$ cat config.mk
export PLATFORM = sky130hd
export DESIGN_NAME = fnd_scan_decoder
export DESIGN_NICKNAME = d
export VERILOG_FILES = /design/src/rtl/fnd_scan_decoder.sv
export SDC_FILE = /design/constraint.sdc
export NUM_CORES = 1
export LEC_CHECK = 0
export ABC_AREA = 1
export CORE_AREA = 2 2 114 160
export DETAILED_ROUTE_END_ITERATION = 12
export DIE_AREA = 0 0 116 162
export GPL_ROUTABILITY_DRIVEN = 1
export PLACE_DENSITY_LB_ADDON = 0.15
export SLEW_MARGIN = 20
export SYNTH_ARGS = -nofsm -noshare
export SYNTH_HDL_FRONTEND = slang
export SYNTH_SLANG_ARGS = --single-unit
$ cat constraint.sdc
create_clock -name clk -period 2.4 [get_ports clk]
set_input_delay 0.48 -clock clk [delete_from_list [all_inputs] [get_ports clk]]
set_output_delay 0.48 -clock clk [all_outputs]
set_load 0.1 [all_outputs]
$ cat src/rtl/fnd_scan_decoder.sv
// fnd_scan_decoder: recovers the displayed BCD digits from a multiplexed 4-digit
// 7-segment (FND) drive. The select and segment lines are registered once. A
// select must dwell with a stable select and font for SETTLE_CYC cycles before
// its digit is sampled. Each select dwell samples its digit once. When all four
// digits have been sampled, the frame is published on the next cycle.
//
// Parameters
//   SETTLE_CYC   stable cycles required before a digit is sampled (>= 1)
//   TIMEOUT_CYC  cycles without a completed frame before o_timeout rises
//
// Ports
//   clk          rising-edge clock
//   reset        synchronous, active-low reset
//   fnd_comm     digit select, active-low one-hot (4'b1110 = digit 0)
//   fnd_font     segment pattern, active-low, bit 7 = dp, bits 6:0 = g..a
//   o_digits     last complete frame, digit 3 in [15:12], digit 0 in [3:0]
//   o_dp         per-digit decimal point of the last frame, active-high
//   o_valid      one-cycle pulse when o_digits/o_dp update
//   o_font_err   some digit of the last frame had an undecodable pattern
//   o_timeout    no frame completed for TIMEOUT_CYC cycles
//   o_changed    (FND_SCAN_DECODER_CHANGE_EN only) pulses with o_valid when the
//                new frame differs from the previous one; the first frame after
//                reset always counts as changed
//
// Optional feature macro: FND_SCAN_DECODER_CHANGE_EN

module fnd_scan_decoder #(
  parameter int unsigned SETTLE_CYC  = 4,
  parameter int unsigned TIMEOUT_CYC = 1000000
) (
  input  logic        clk,
  input  logic        reset,
  input  logic [3:0]  fnd_comm,
  input  logic [7:0]  fnd_font,
  output logic [15:0] o_digits,
  output logic [3:0]  o_dp,
  output logic        o_valid,
  output logic        o_font_err,
`ifdef FND_SCAN_DECODER_CHANGE_EN
  output logic        o_changed,
`endif
  output logic        o_timeout
);

  localparam int unsigned CntW = $clog2(SETTLE_CYC + 1);
  localparam int unsigned TmoW = $clog2(TIMEOUT_CYC + 1);

  typedef enum logic [1:0] {StIdle, StSettle, StHold} state_e;

  // Select is valid only when exactly one line is driven low.
  function automatic logic sel_valid(input logic [3:0] comm);
    logic v;
    case (comm)
      4'b1110, 4'b1101, 4'b1011, 4'b0111: v = 1'b1;
      default:                            v = 1'b0;
    endcase
    return v;
  endfunction

  function automatic logic [1:0] sel_index(input logic [3:0] comm);
    logic [1:0] idx;
    case (comm)
      4'b1101: idx = 2'd1;
      4'b1011: idx = 2'd2;
      4'b0111: idx = 2'd3;
      default: idx = 2'd0;
    endcase
    return idx;
  endfunction

  // Returns {err, dp, nibble}. dp is taken from bit 7 even for bad patterns.
  function automatic logic [5:0] decode_font(input logic [7:0] font);
    logic [3:0] nib;
    logic       err;
    err = 1'b0;
    case (font[6:0])
      7'h40:   nib = 4'd0;
      7'h79:   nib = 4'd1;
      7'h24:   nib = 4'd2;
      7'h30:   nib = 4'd3;
      7'h19:   nib = 4'd4;
      7'h12:   nib = 4'd5;
      7'h02:   nib = 4'd6;
      7'h78:   nib = 4'd7;
      7'h00:   nib = 4'd8;
      7'h10:   nib = 4'd9;
      default: begin
        nib = 4'hF;
        err = 1'b1;
      end
    endcase
    return {err, ~font[7], nib};
  endfunction

  // Input registers and their one-cycle-delayed copies for change detection.
  logic [3:0]  comm_q, comm_p_q;
  logic [7:0]  font_q, font_p_q;

  state_e      state_q, state_d;
  logic [CntW-1:0] cnt_q, cnt_d;

  logic [15:0] shadow_digits_q, shadow_digits_d;
  logic [3:0]  shadow_dp_q, shadow_dp_d;
  logic [3:0]  err_q, err_d;
  logic [3:0]  mask_q, mask_d;

  logic [15:0] digits_q, digits_d;
  logic [3:0]  dp_q, dp_d;
  logic        valid_q, valid_d;
  logic        font_err_q, font_err_d;
  logic [TmoW-1:0] tmo_q, tmo_d;

  logic        comm_valid;
  logic        comm_chg;
  logic        font_chg;
  logic        sample;
  logic        done;
  logic [1:0]  sel_idx;
  logic [5:0]  dec;

  assign comm_valid = sel_valid(comm_q);
  assign comm_chg   = (comm_q != comm_p_q);
  assign font_chg   = (font_q != font_p_q);
  assign sel_idx    = sel_index(comm_q);
  assign dec        = decode_font(font_q);
  // A full mask publishes the frame on this edge and frees the shadow for reuse.
  assign done       = (mask_q == 4'hF);

  // Select FSM. The counter holds the number of consecutive stable cycles seen.
  always_comb begin
    state_d = state_q;
    cnt_d   = cnt_q;
    sample  = 1'b0;
    unique case (state_q)
      StIdle: begin
        if (comm_valid) begin
          state_d = StSettle;
          cnt_d   = CntW'(1);
        end
      end
      StSettle: begin
        if (!comm_valid) begin
          state_d = StIdle;
          cnt_d   = '0;
        end else if (comm_chg || font_chg) begin
          cnt_d = CntW'(1);
        end else if (cnt_q >= CntW'(SETTLE_CYC - 1)) begin
          // This stable cycle brings the count to SETTLE_CYC.
          sample  = 1'b1;
          state_d = StHold;
          cnt_d   = '0;
        end else begin
          cnt_d = cnt_q + CntW'(1);
        end
      end
      StHold: begin
        if (comm_chg) begin
          if (comm_valid) begin
            state_d = StSettle;
            cnt_d   = CntW'(1);
          end else begin
            state_d = StIdle;
            cnt_d   = '0;
          end
        end
      end
      default: begin
        state_d = StIdle;
        cnt_d   = '0;
      end
    endcase
  end

  // Shadow frame and published outputs.
  always_comb begin
    shadow_digits_d = shadow_digits_q;
    shadow_dp_d     = shadow_dp_q;
    // Clear on completion first so a sample on the same edge is kept.
    mask_d          = done ? 4'h0 : mask_q;
    err_d           = done ? 4'h0 : err_q;
    digits_d        = digits_q;
    dp_d            = dp_q;
    font_err_d      = font_err_q;
    valid_d         = done;

    if (sample) begin
      shadow_digits_d[{sel_idx, 2'b00} +: 4] = dec[3:0];
      shadow_dp_d[sel_idx]                   = dec[4];
      err_d[sel_idx]                         = dec[5];
      mask_d[sel_idx]                        = 1'b1;
    end

    if (done) begin
      digits_d   = shadow_digits_q;
      dp_d       = shadow_dp_q;
      font_err_d = |err_q;
    end

    if (done) begin
      tmo_d = '0;
    end else if (tmo_q == TmoW'(TIMEOUT_CYC)) begin
      tmo_d = tmo_q;
    end else begin
      tmo_d = tmo_q + TmoW'(1);
    end
  end

  always_ff @(posedge clk) begin
    if (!reset) begin
      comm_q          <= 4'hF;
      font_q          <= 8'hFF;
      comm_p_q        <= 4'hF;
      font_p_q        <= 8'hFF;
      state_q         <= StIdle;
      cnt_q           <= '0;
      shadow_digits_q <= '0;
      shadow_dp_q     <= '0;
      err_q           <= '0;
      mask_q          <= '0;
      digits_q        <= '0;
      dp_q            <= '0;
      valid_q         <= 1'b0;
      font_err_q      <= 1'b0;
      tmo_q           <= '0;
    end else begin
      comm_q          <= fnd_comm;
      font_q          <= fnd_font;
      comm_p_q        <= comm_q;
      font_p_q        <= font_q;
      state_q         <= state_d;
      cnt_q           <= cnt_d;
      shadow_digits_q <= shadow_digits_d;
      shadow_dp_q     <= shadow_dp_d;
      err_q           <= err_d;
      mask_q          <= mask_d;
      digits_q        <= digits_d;
      dp_q            <= dp_d;
      valid_q         <= valid_d;
      font_err_q      <= font_err_d;
      tmo_q           <= tmo_d;
    end
  end

`ifdef FND_SCAN_DECODER_CHANGE_EN
  // first_q marks that no frame has been published since reset. The published
  // outputs themselves hold the previous frame for the compare.
  logic first_q;
  logic changed_q;

  always_ff @(posedge clk) begin
    if (!reset) begin
      first_q   <= 1'b1;
      changed_q <= 1'b0;
    end else begin
      changed_q <= done && (first_q || (shadow_digits_q != digits_q) || (shadow_dp_q != dp_q));
      if (done) begin
        first_q <= 1'b0;
      end
    end
  end

  assign o_changed = changed_q;
`endif

  assign o_digits   = digits_q;
  assign o_dp       = dp_q;
  assign o_valid    = valid_q;
  assign o_font_err = font_err_q;
  assign o_timeout  = (tmo_q == TmoW'(TIMEOUT_CYC));

endmodule

## Yosys cells after proc, flatten, opt, wreduce, memory -nomap -nowiden

Cells that the tools add are included.

| word-level totals | value |
|---|---|
| register bits | 99 |
| output and inout bits | 23 |

| cells by class | value |
|---|---|
| add/subtract/negate cells | 3 |
| order comparisons | 3 |
| equal/unequal tests | 23 |
| shift operators | 2 |
| mux-type cells | 31 |
| bitwise gates (word level) | 3 |
| reduce and logical (&&, ||, !) cells | 10 |

Operator list:

| cell | number |
|---|---|
| $pmux 4 s10 | 1 |
| $eq 7x5->1 const B | 3 |
| $eq 7x7->1 const B | 3 |
| $add 20x1->20 const B | 1 |
| $eq 20x20->1 const B | 1 |
| $bwmux 16 | 1 |
| $eq 4x4->1 const B | 4 |
| $mux 4 | 4 |
| $shift 4x6->16 const A | 1 |
| $shiftx 4x6->16 | 1 |
| $mux 3 | 5 |
| $eq 7x6->1 const B | 2 |
| $pmux 2 s3 | 2 |
| $mux 2 | 5 |
| $reduce_or 10->1 | 1 |
| $mux 1 | 9 |
| $pmux 3 s3 | 1 |
| $bwmux 4 | 2 |
| $ne 8x8->1 | 1 |
| $reduce_or 4->1 | 2 |
| $eq 7x2->1 const B | 1 |
| $logic_not 7->1 | 1 |
| $ne 3x3->1 const B | 2 |
| $neg 4->6 | 1 |
| other kinds (18) | 20 |

## Logic depth before layout (Yosys ltp)

Gate-level depths: netlist of the first run.

| depth | value |
|---|---|
| depth in word-level cells | 8 |
| depth in mapped cells | 13 |
| mapped depth without buffers | 13 |

## Least setup slack after synthesis of the first run

OpenSTA, ideal clock, no wires.

| timing path | value |
|---|---|
| path type | register -> output |
| start point | reg tmo_q[16] |
| end point | out o_timeout |
| arrival | 1.469 ns |
| path slack | 0.451 ns |
| stages on the path, launching flop included | 6 |
| path buffers | 0 |
| cell sequence | dfxtp_1 -> nand2_1 -> nor3_1 -> nand4_1 -> nand3b_1 -> inv_1 |

| on the way | value |
|---|---|
| cells in the longest elaborated chain, start to end | 1 |

RTL lines:

| item | line | source |
|---|---|---|
| from (decl) | 111 | `logic [TmoW-1:0] tmo_q, tmo_d;` |
| from (signal assigned) | 240 | `tmo_q <= tmo_d;` |
| $eq 20x20->1 | 269 | `assign o_timeout = (tmo_q == TmoW'(TIMEOUT_CYC));` |
| to (decl) | 42 | `output logic o_timeout` |

No other way between the ends.

## Worst setup path in the final report of the first run

Ends and elaborated chain as after synthesis.

==> results.toml, run 1 <==
[drt]
num_vias = 3533
via_per_inst = 4.191
ant_nets = 0
first_iter_violations = 165
wire_per_inst_um = 11.54
dr.pass1.iters = 4
drc = 0
drt_wl_total_um = 9726

[cts]
cts_max_path_buffers = 2
clock_sinks = 99
clock-root-buffer = "clkbuf_16"
cts_setup_buffers = 0
cts_tree = "yes"
cts-resized-gates = 0
htreeDepth = 3
ctsHoldBuffers = 0
worstSkewPairLatency_ps = 350
cts.clk_slew.worst_paths_ps = 70
numCtsBuffers = 9

[sta]
rsz0062_at_grt = "no"
finalSetupViolCount = 0
clock_skew_ps = 6.808
finalHoldViolations = 0
relSlewSlack_pct = 70.17
finalCriticalPeriod_ps = 2197
setup-tns-final_ps = 0
fmax_ghz = 0.4552
final-max-slew-violation-count = 0
timing.final.ws_setup_ps = 203.2
worstMarginPinSlew_ps = 443.3
period_share_pct = 91.53

[synth]
ys_ff_latch = 99
synth_warnings = 0
ys_seq_area_share_pct = 46.21
synth_area_per_cell_um2 = 7.673
syn_nets = 583
syn_inst = 559
synthDistinctLibCells = 39
syn_area_mm2 = 0.004289

[global_route]
grt_pass1_vias = 3462
grt_pass1_wl_um = 16030
grt.total_usage_pct = 10.90
grt_max_degree = 26
grt_antenna_before_repair = 0
grt-ovfl-total = 0

[layout]
area_growth_syn_to_layout_pct = 22.02
final_util_pct = 30.32
drive_gt1_share_pct = 13.84
diodes = 0
finish.net_count = 626
fillers = 1946
postLayoutCellArea_mm2 = 0.005234
finalNonFillerCells = 843

[flow_run]
max-cap-violations = 0

[placed_design]
place_ws_ps = 335.5
hpwlAfterDp_um = 7353
place_congestion = 0.7866
place_area_mm2 = 0.004905
place_inst = 827
port_buffers = 36

[setup_path]
cp-start-kind = "flop"
arrival_ps = 1720
slowest_delay_ps = 350
critPathKind = "flop to primary output"
slowest_stage = "dfxtp_1"
required_ps = 1920
worst_setup_path_end_kind = "primary output"
path_cells = "nand2_1, nor3_1, nand4_1, nand3b_1, inv_1, buf_12"
crit_fanout = 4

[power_and_ir_drop]
power_density_mw_per_mm2 = 676.0
p_leak_nw = 2.275
vdd_ir_drop_max_uv = 338.5

[floorplan]
die_area_mm2 = 0.01879
ios = 37
die_h_um = 162
dieWidth_um = 116
core_mm2 = 0.01726
rows = 57
initial_core_util_pct = 24.85

[status]
status = "finished clean"

[hold_path]
worstHoldPathType = "flop to flop"
-- layout by cell type (no fill, tap or decap), types with 13 or more instances in the layout --
cell type,instances
inv_1,66
a22o_1,20
o21ai_0,15
nand3_1,15
a21oi_1,39
nand2_1,143
dfxtp_1,99
clkdlybuf4s50_1,13
buf_4,28
nor2_1,51
or2_2,13
-- worst max-delay path, delay by kind of cell, from the launching register on --
kind                   cells  cell delay, ps
AND/OR/NAND/NOR            4             620
buffers and inverters      2             400
flip-flops                 1             350
-- Yosys cell counts --
cell type  instances  share of area, %
nand4_1            9               1.3
a31oi_2            1              0.29
nor2_1            51               4.5
nand4_4            1              0.50
nor4_1             2              0.29
inv_1             66               5.8
nor3_1            12               1.4
xor2_1             1              0.20
or2_0              1              0.15
inv_2              9              0.79
nor2_8             1              0.47
clkinv_1           2              0.18
a22o_1            20               4.1
xnor2_1            5               1.0
nor2_2             4              0.58
nand4_2            1              0.29
nand2_2            3              0.44
or2_2             13               1.9
o21ai_1            5              0.58
nand2_1          143                13
a211oi_1           2              0.35
buf_2              2              0.23
o21ai_0           15               1.8
o31ai_1            1              0.18
o21a_1             2              0.35
nand3b_4           1              0.47
nand3_1           15               1.8
a31oi_1            1              0.15
nor3_4             2              0.76
a21oi_1           39               4.6
nand3_2            1              0.23
dfxtp_1           99                46
o22ai_1            4              0.58
ha_1              10               2.9
nand3b_1           3              0.53
a21oi_4            1              0.38
nor3b_1            1              0.18
nor2_4             2              0.53
clkbuf_1           8              0.70
-- report_power, final --
group | total [W] | leakage [nW] | internal (W) | switching, W
Clock | 0.00160 | 0.159 | 0.000969 | 0.000633
Combinational | 0.000243 | 1.31 | 0.0000892 | 0.000154
Sequential | 0.00169 | 0.804 | 0.00167 | 0.0000224
Total | 0.00354 | 2.27 | 0.00273 | 0.000809
-- through the flow --
| stage | hold WS [ps] | total power (W) |
|---|---|---|
| after detailed placement | 456.5 | 0.001979 |
| after CTS | 473.0 | 0.003596 |
| after global placement | 456.0 | 0.001976 |
| after global routing | 488.2 | 0.003680 |
| final | 469.6 | 0.003538 |
| after floorplan | 442.8 | 0.001901 |
-- routing by layer --
layer / vias up / track usage [%] / wire length [um]
met5: - / 0 / 0
met4: 0 / 5.519 / 231
met3: 14 / 2.052 / 279
met2: 41 / 19.99 / 4997
met1: 1599 / 11.67 / 4217
li1: 1879 / - / -
-- kinds of logic (layout without fill, tap and decap cells) --
group                    after synthesis  after routing  share of synthesized area [%]
AND/OR/NAND/NOR                      266            266                          28.73
flip-flops                            99             99                          46.21
AO/OA/AOI/OAI                         91             91                          13.24
buffers and inverters                 87            135                          7.672
adder cells (fa/ha/maj)               10             10                          2.917
XOR/XNOR                               6              6                          1.225
-- state kept, by name (all words and copies together), names as in the netlist --
signal / count
o_digits: 16
shadow_digits_q: 16
o_dp: 4
o_font_err: 1
font_q: 8
mask_q: 4
state_q: 2
cnt_q: 3
comm_p_q: 4
comm_q: 4
font_p_q: 8
shadow_dp_q: 4
err_q: 4
o_valid: 1
tmo_q: 20
-- final timing paths --
check / start / endpoint / slack, ps / depth (start not counted)
setup / recovery: tmo_q[16]$_SDFFE_PP0N_ / o_timeout / 200 / 6
hold reg to reg: shadow_digits_q[10]$_SDFFE_PN0P_ / shadow_digits_q[10]$_SDFFE_PN0P_ / 470 / 2
setup reg to reg: comm_q[3]$_SDFF_PN1_ / shadow_digits_q[1]$_SDFFE_PN0P_ / 350 / 9
hold / removal: shadow_digits_q[10]$_SDFFE_PN0P_ / shadow_digits_q[10]$_SDFFE_PN0P_ / 470 / 2
-- cell type report --
cell class | count | area [um2] | area share [%]
clock buffers | 12 | 256.5 | 4.901
well taps | 236 | 295.3 | 5.642
inverters | 77 | 289.0 | 5.522
flip-flops and latches | 99 | 1982 | 37.87
clock inverters | 4 | 72.57 | 1.387
multi-input cells | 373 | 1978 | 37.80
repair buffers | 42 | 360.3 | 6.885
Power figures use the tool's default switching activity.
==> run 2, diff against run 1 <==
==> constraint.sdc (replaced) <==
create_clock -name clk -period 2 [get_ports clk]
set_input_delay 0.4 -clock clk [delete_from_list [all_inputs] [get_ports clk]]
set_output_delay 0.4 -clock clk [all_outputs]
set_load 0.1 [all_outputs]
==> results.toml, run 2 (synthesis gave the netlist of run 1 again) <==
[layout]
area_growth_syn_to_layout_pct = 24.97
layout_common_cells = "141 x nand2_1, 94 x dfxtp_1, 64 x inv_1"
largest_reg_flops = 20
postLayoutCellArea_mm2 = 0.005360
final_util_pct = 31.06
fillers = 1922
drive_gt1_share_pct = 18.28
final_common_cell = "nand2_1"
diodes = 0
largest_register = "tmo_q"
finish.net_count = 637

[setup_path]
required_ps = 1600
worst_setup_path_end_kind = "primary output"
slowest_delay_ps = 320
path_common_cell = "inv_2"
slowest_stage = "dfxtp_2"
critPathKind = "flop to primary output"
cp-start-kind = "flop"
arrival_ps = 1540
crit_fanout = 3
path_cells = "buf_4, inv_2, ha_4, nand3_2, inv_1, nand3b_1, inv_2, buf_12"

[global_route]
grt.total_usage_pct = 11.13
grt-ovfl-total = 0
grt_max_degree = 26
grt_pass1_wl_um = 16390
grt_antenna_before_repair = 0
grt_pass1_vias = 3527

[cts]
cts.clk_slew.worst_paths_ps = 70
cts_max_path_buffers = 2
clock-root-buffer = "clkbuf_16"
clock_sinks = 99
htreeDepth = 3
numCtsBuffers = 9
worstSkewPairLatency_ps = 350
cts_tree = "yes"

[sta]
fmax_ghz = 0.5152
final-max-slew-violation-count = 0
clock_skew_ps = 7.087
finalHoldViolations = 0
timing.final.ws_setup_ps = 59.00
relSlewSlack_pct = 70.90
setup-tns-final_ps = 0
worstMarginPinSlew_ps = 432.5
period_share_pct = 97.05
rsz0062_at_grt = "yes"
finalCriticalPeriod_ps = 1941
finalSetupViolCount = 0

[power_and_ir_drop]
vdd_ir_drop_max_uv = 382.9
power_density_mw_per_mm2 = 768.3
power_w = 0.004118
p_leak_nw = 2.346

[hold_path]
worstHoldPathType = "flop to flop"

[floorplan]
die_area_mm2 = 0.01879
ios = 37
core_mm2 = 0.01726
rows = 57
die_h_um = 162
dieWidth_um = 116
initial_core_util_pct = 24.85

[placed_design]
place_area_mm2 = 0.004970
hpwlAfterDp_um = 7404
place_congestion = 0.7868
port_buffers = 36
place_ws_ps = 121.0

[drt]
num_vias = 3621
first_iter_violations = 111
drt_wl_total_um = 9813
drc = 0
dr.pass1.iters = 4
via_per_inst = 4.240
wire_per_inst_um = 11.49
ant_nets = 0

[status]
status = "finished clean"

[flow_run]
max-cap-violations = 0
==> run 2: per-layer routing <==
metal,vias up,wire (um),global-route usage (%)
met4,0,242,5.249
li1,1914,-,-
met2,42,5093,20.18
met1,1648,4216,12.18
met5,-,0,0
met3,17,261,2.313
==> run 2: where the power goes <==
| part | switching (W) | internal, W |
|---|---|---|
| combinational | 0.000192 | 0.000122 |
| clock | 0.000766 | 0.00100 |
| sequential | 0.0000282 | 0.00200 |
| total | 0.000987 | 0.00313 |
==> run 2: per-stage QoR <==
step	hold slack, ps	instances
2_1_floorplan	442.8	559
3_3_place_gp	455.1	834
3_5_place_dp	455.3	834
4_1_cts	466.2	852
5_1_grt	485.8	854
6_report	463.5	854
==> run 2: path summary, 6_finish.rpt <==
path | startpoint | to | slack, ps | cells after the start
max reg2reg | comm_q[2]$_SDFF_PN1_ | shadow_digits_q[7]$_SDFFE_PN0P_ | 200 | 10
min reg2reg | shadow_digits_q[5]$_SDFFE_PN0P_ | shadow_digits_q[5]$_SDFFE_PN0P_ | 460 | 2
max | tmo_q[0]$_SDFFE_PP0N_ | o_timeout | 60 | 8
min | shadow_digits_q[5]$_SDFFE_PN0P_ | shadow_digits_q[5]$_SDFFE_PN0P_ | 460 | 2
==> run 2: critical path, delay by kind of cell (launching register included) <==
kind	cells	cell delay, ps
AND/OR/NAND/NOR	2	180
adder cells (fa/ha/maj)	1	130
flip-flops	1	320
buffers and inverters	5	540
==> run 2: what timing repair did <==
action	in CTS	in global routing
setup buffers	2	2
gates resized for setup	5	14
pin swaps	0	1
hold buffers	0	0
cloned	0	0
endpoints found under the setup margin	1	9
==> run 2: final cells by class <==
type	instances	area, um2	share of cell area [%]
clock buffer	10	239.0	4.458
clock inverter	6	62.56	1.167
inverter	77	289.0	5.392
multi-input combinational	373	2031	37.89
sequential	99	1988	37.09
tap	236	295.3	5.509
timing repair buffer	53	455.4	8.497
==> variant, RTL diff (settings of run 1) <==
Remove the register `valid_q`: a continuous assignment takes its place, so the output `o_valid` follows one clock earlier.
--- a/src/rtl/fnd_scan_decoder.sv
+++ b/src/rtl/fnd_scan_decoder.sv
@@ -219,7 +219,6 @@
       mask_q          <= '0;
       digits_q        <= '0;
       dp_q            <= '0;
-      valid_q         <= 1'b0;
       font_err_q      <= 1'b0;
       tmo_q           <= '0;
     end else begin
@@ -235,11 +234,12 @@
       mask_q          <= mask_d;
       digits_q        <= digits_d;
       dp_q            <= dp_d;
-      valid_q         <= valid_d;
       font_err_q      <= font_err_d;
       tmo_q           <= tmo_d;
     end
   end
+
+  assign valid_q = valid_d;
 
 `ifdef FND_SCAN_DECODER_CHANGE_EN
   // first_q marks that no frame has been published since reset. The published
Formal check against the unedited RTL: no difference found for any inputs over 10 cycles, from zero or initial values and one cycle with reset low; that may be too few to reach the edited logic, so the function may still have changed.
==> variant against run 1 <==
Critical path depth increased by 1. Total power increased by 1.5%. Setup slack improved by 1.5 ps. Cell area increased by 1.6%. Die area unchanged. Clock skew increased by 0.69 ps. Area after synthesis increased by 1.5%. Routed wire length increased by 6.2%. Sequential cell count decreased by 1. Highest routed layer unchanged.
==> variant: results <==
[global_routing]
met2_usage = 0.2233
grt_use_total = 0.1215
met1_usage = 0.1281
grt_first_pass_wirelength_um = 17880
grt_max_degree = 46
grt_util_met3 = 0.02724

[logic_synthesis]
synthAdderAreaFrac = 0.02874
syn_nets = 627
ys_seq_area_frac = 0.4507
yosys-top-cells-count = nand2_1 (148), dfxtp_1 (98), nor2_1 (94), inv_1 (67), a21oi_1 (38)
synth_compound_area_frac = 0.1095
yosys-top-cells-area = dfxtp_1 (45%), nand2_1 (13%), nor2_1 (8.1%), inv_1 (5.8%), a21oi_1 (4.4%)

[cells_and_area]
fillers = 1926
final_cell_count_no_fill = 883
drive_above_1_share = 0.1298

[detailed_routing]
drt-met1-wl_um = 4288
vias = 3766
routed_wl_um = 10330
drt_iter0_markers = 186
met3_length_um = 267
wl_met2_um = 5508

[place]
placed_area_mm2 = 0.004979
dp.cells = 868
hpwl_um = 7676

[critical_path]
setup.worst_path.start = tmo_q[0]$_SDFFE_PP0N_

[power_and_ir_drop]
p_leak_uw = 0.002426
powerDensity_mw_per_mm2 = 675.2

[status]
status = finished, final reports clean

[sta]
layout_setup_ws_ps = 204.7
variant: cell types whose count changed in the layout (fill, tap and decap cells not counted), moves of 2 or more:
cell / before / now
clkinv_1: 2 / 0
nand2_1: 143 / 148
o21ai_0: 15 / 34
nor2_1: 51 / 94
a22o_1: 20 / 0
nand4_1: 9 / 6
nor2_2: 4 / 2
nor3_1: 12 / 16
variant: cell type report:
class                      count  area (um2)  area share
timing repair buffer          42       372.9     0.07008
multi-input combinational    417        2067      0.3885
clock inverter                 5       102.6     0.01928
clock buffer                  10       239.0     0.04492
sequential                    98        1962      0.3688
tap                          236       295.3     0.05550
inverter                      75       281.5     0.05292
variant: worst max-delay path, stage by stage, from the launching register on:
cell and delay [ps]:
dfxtp_1 330, inv_1 80, ha_1 150, nand3_1 80, nor3_1 190, nand2b_1 140
inv_1 180, buf_12 200
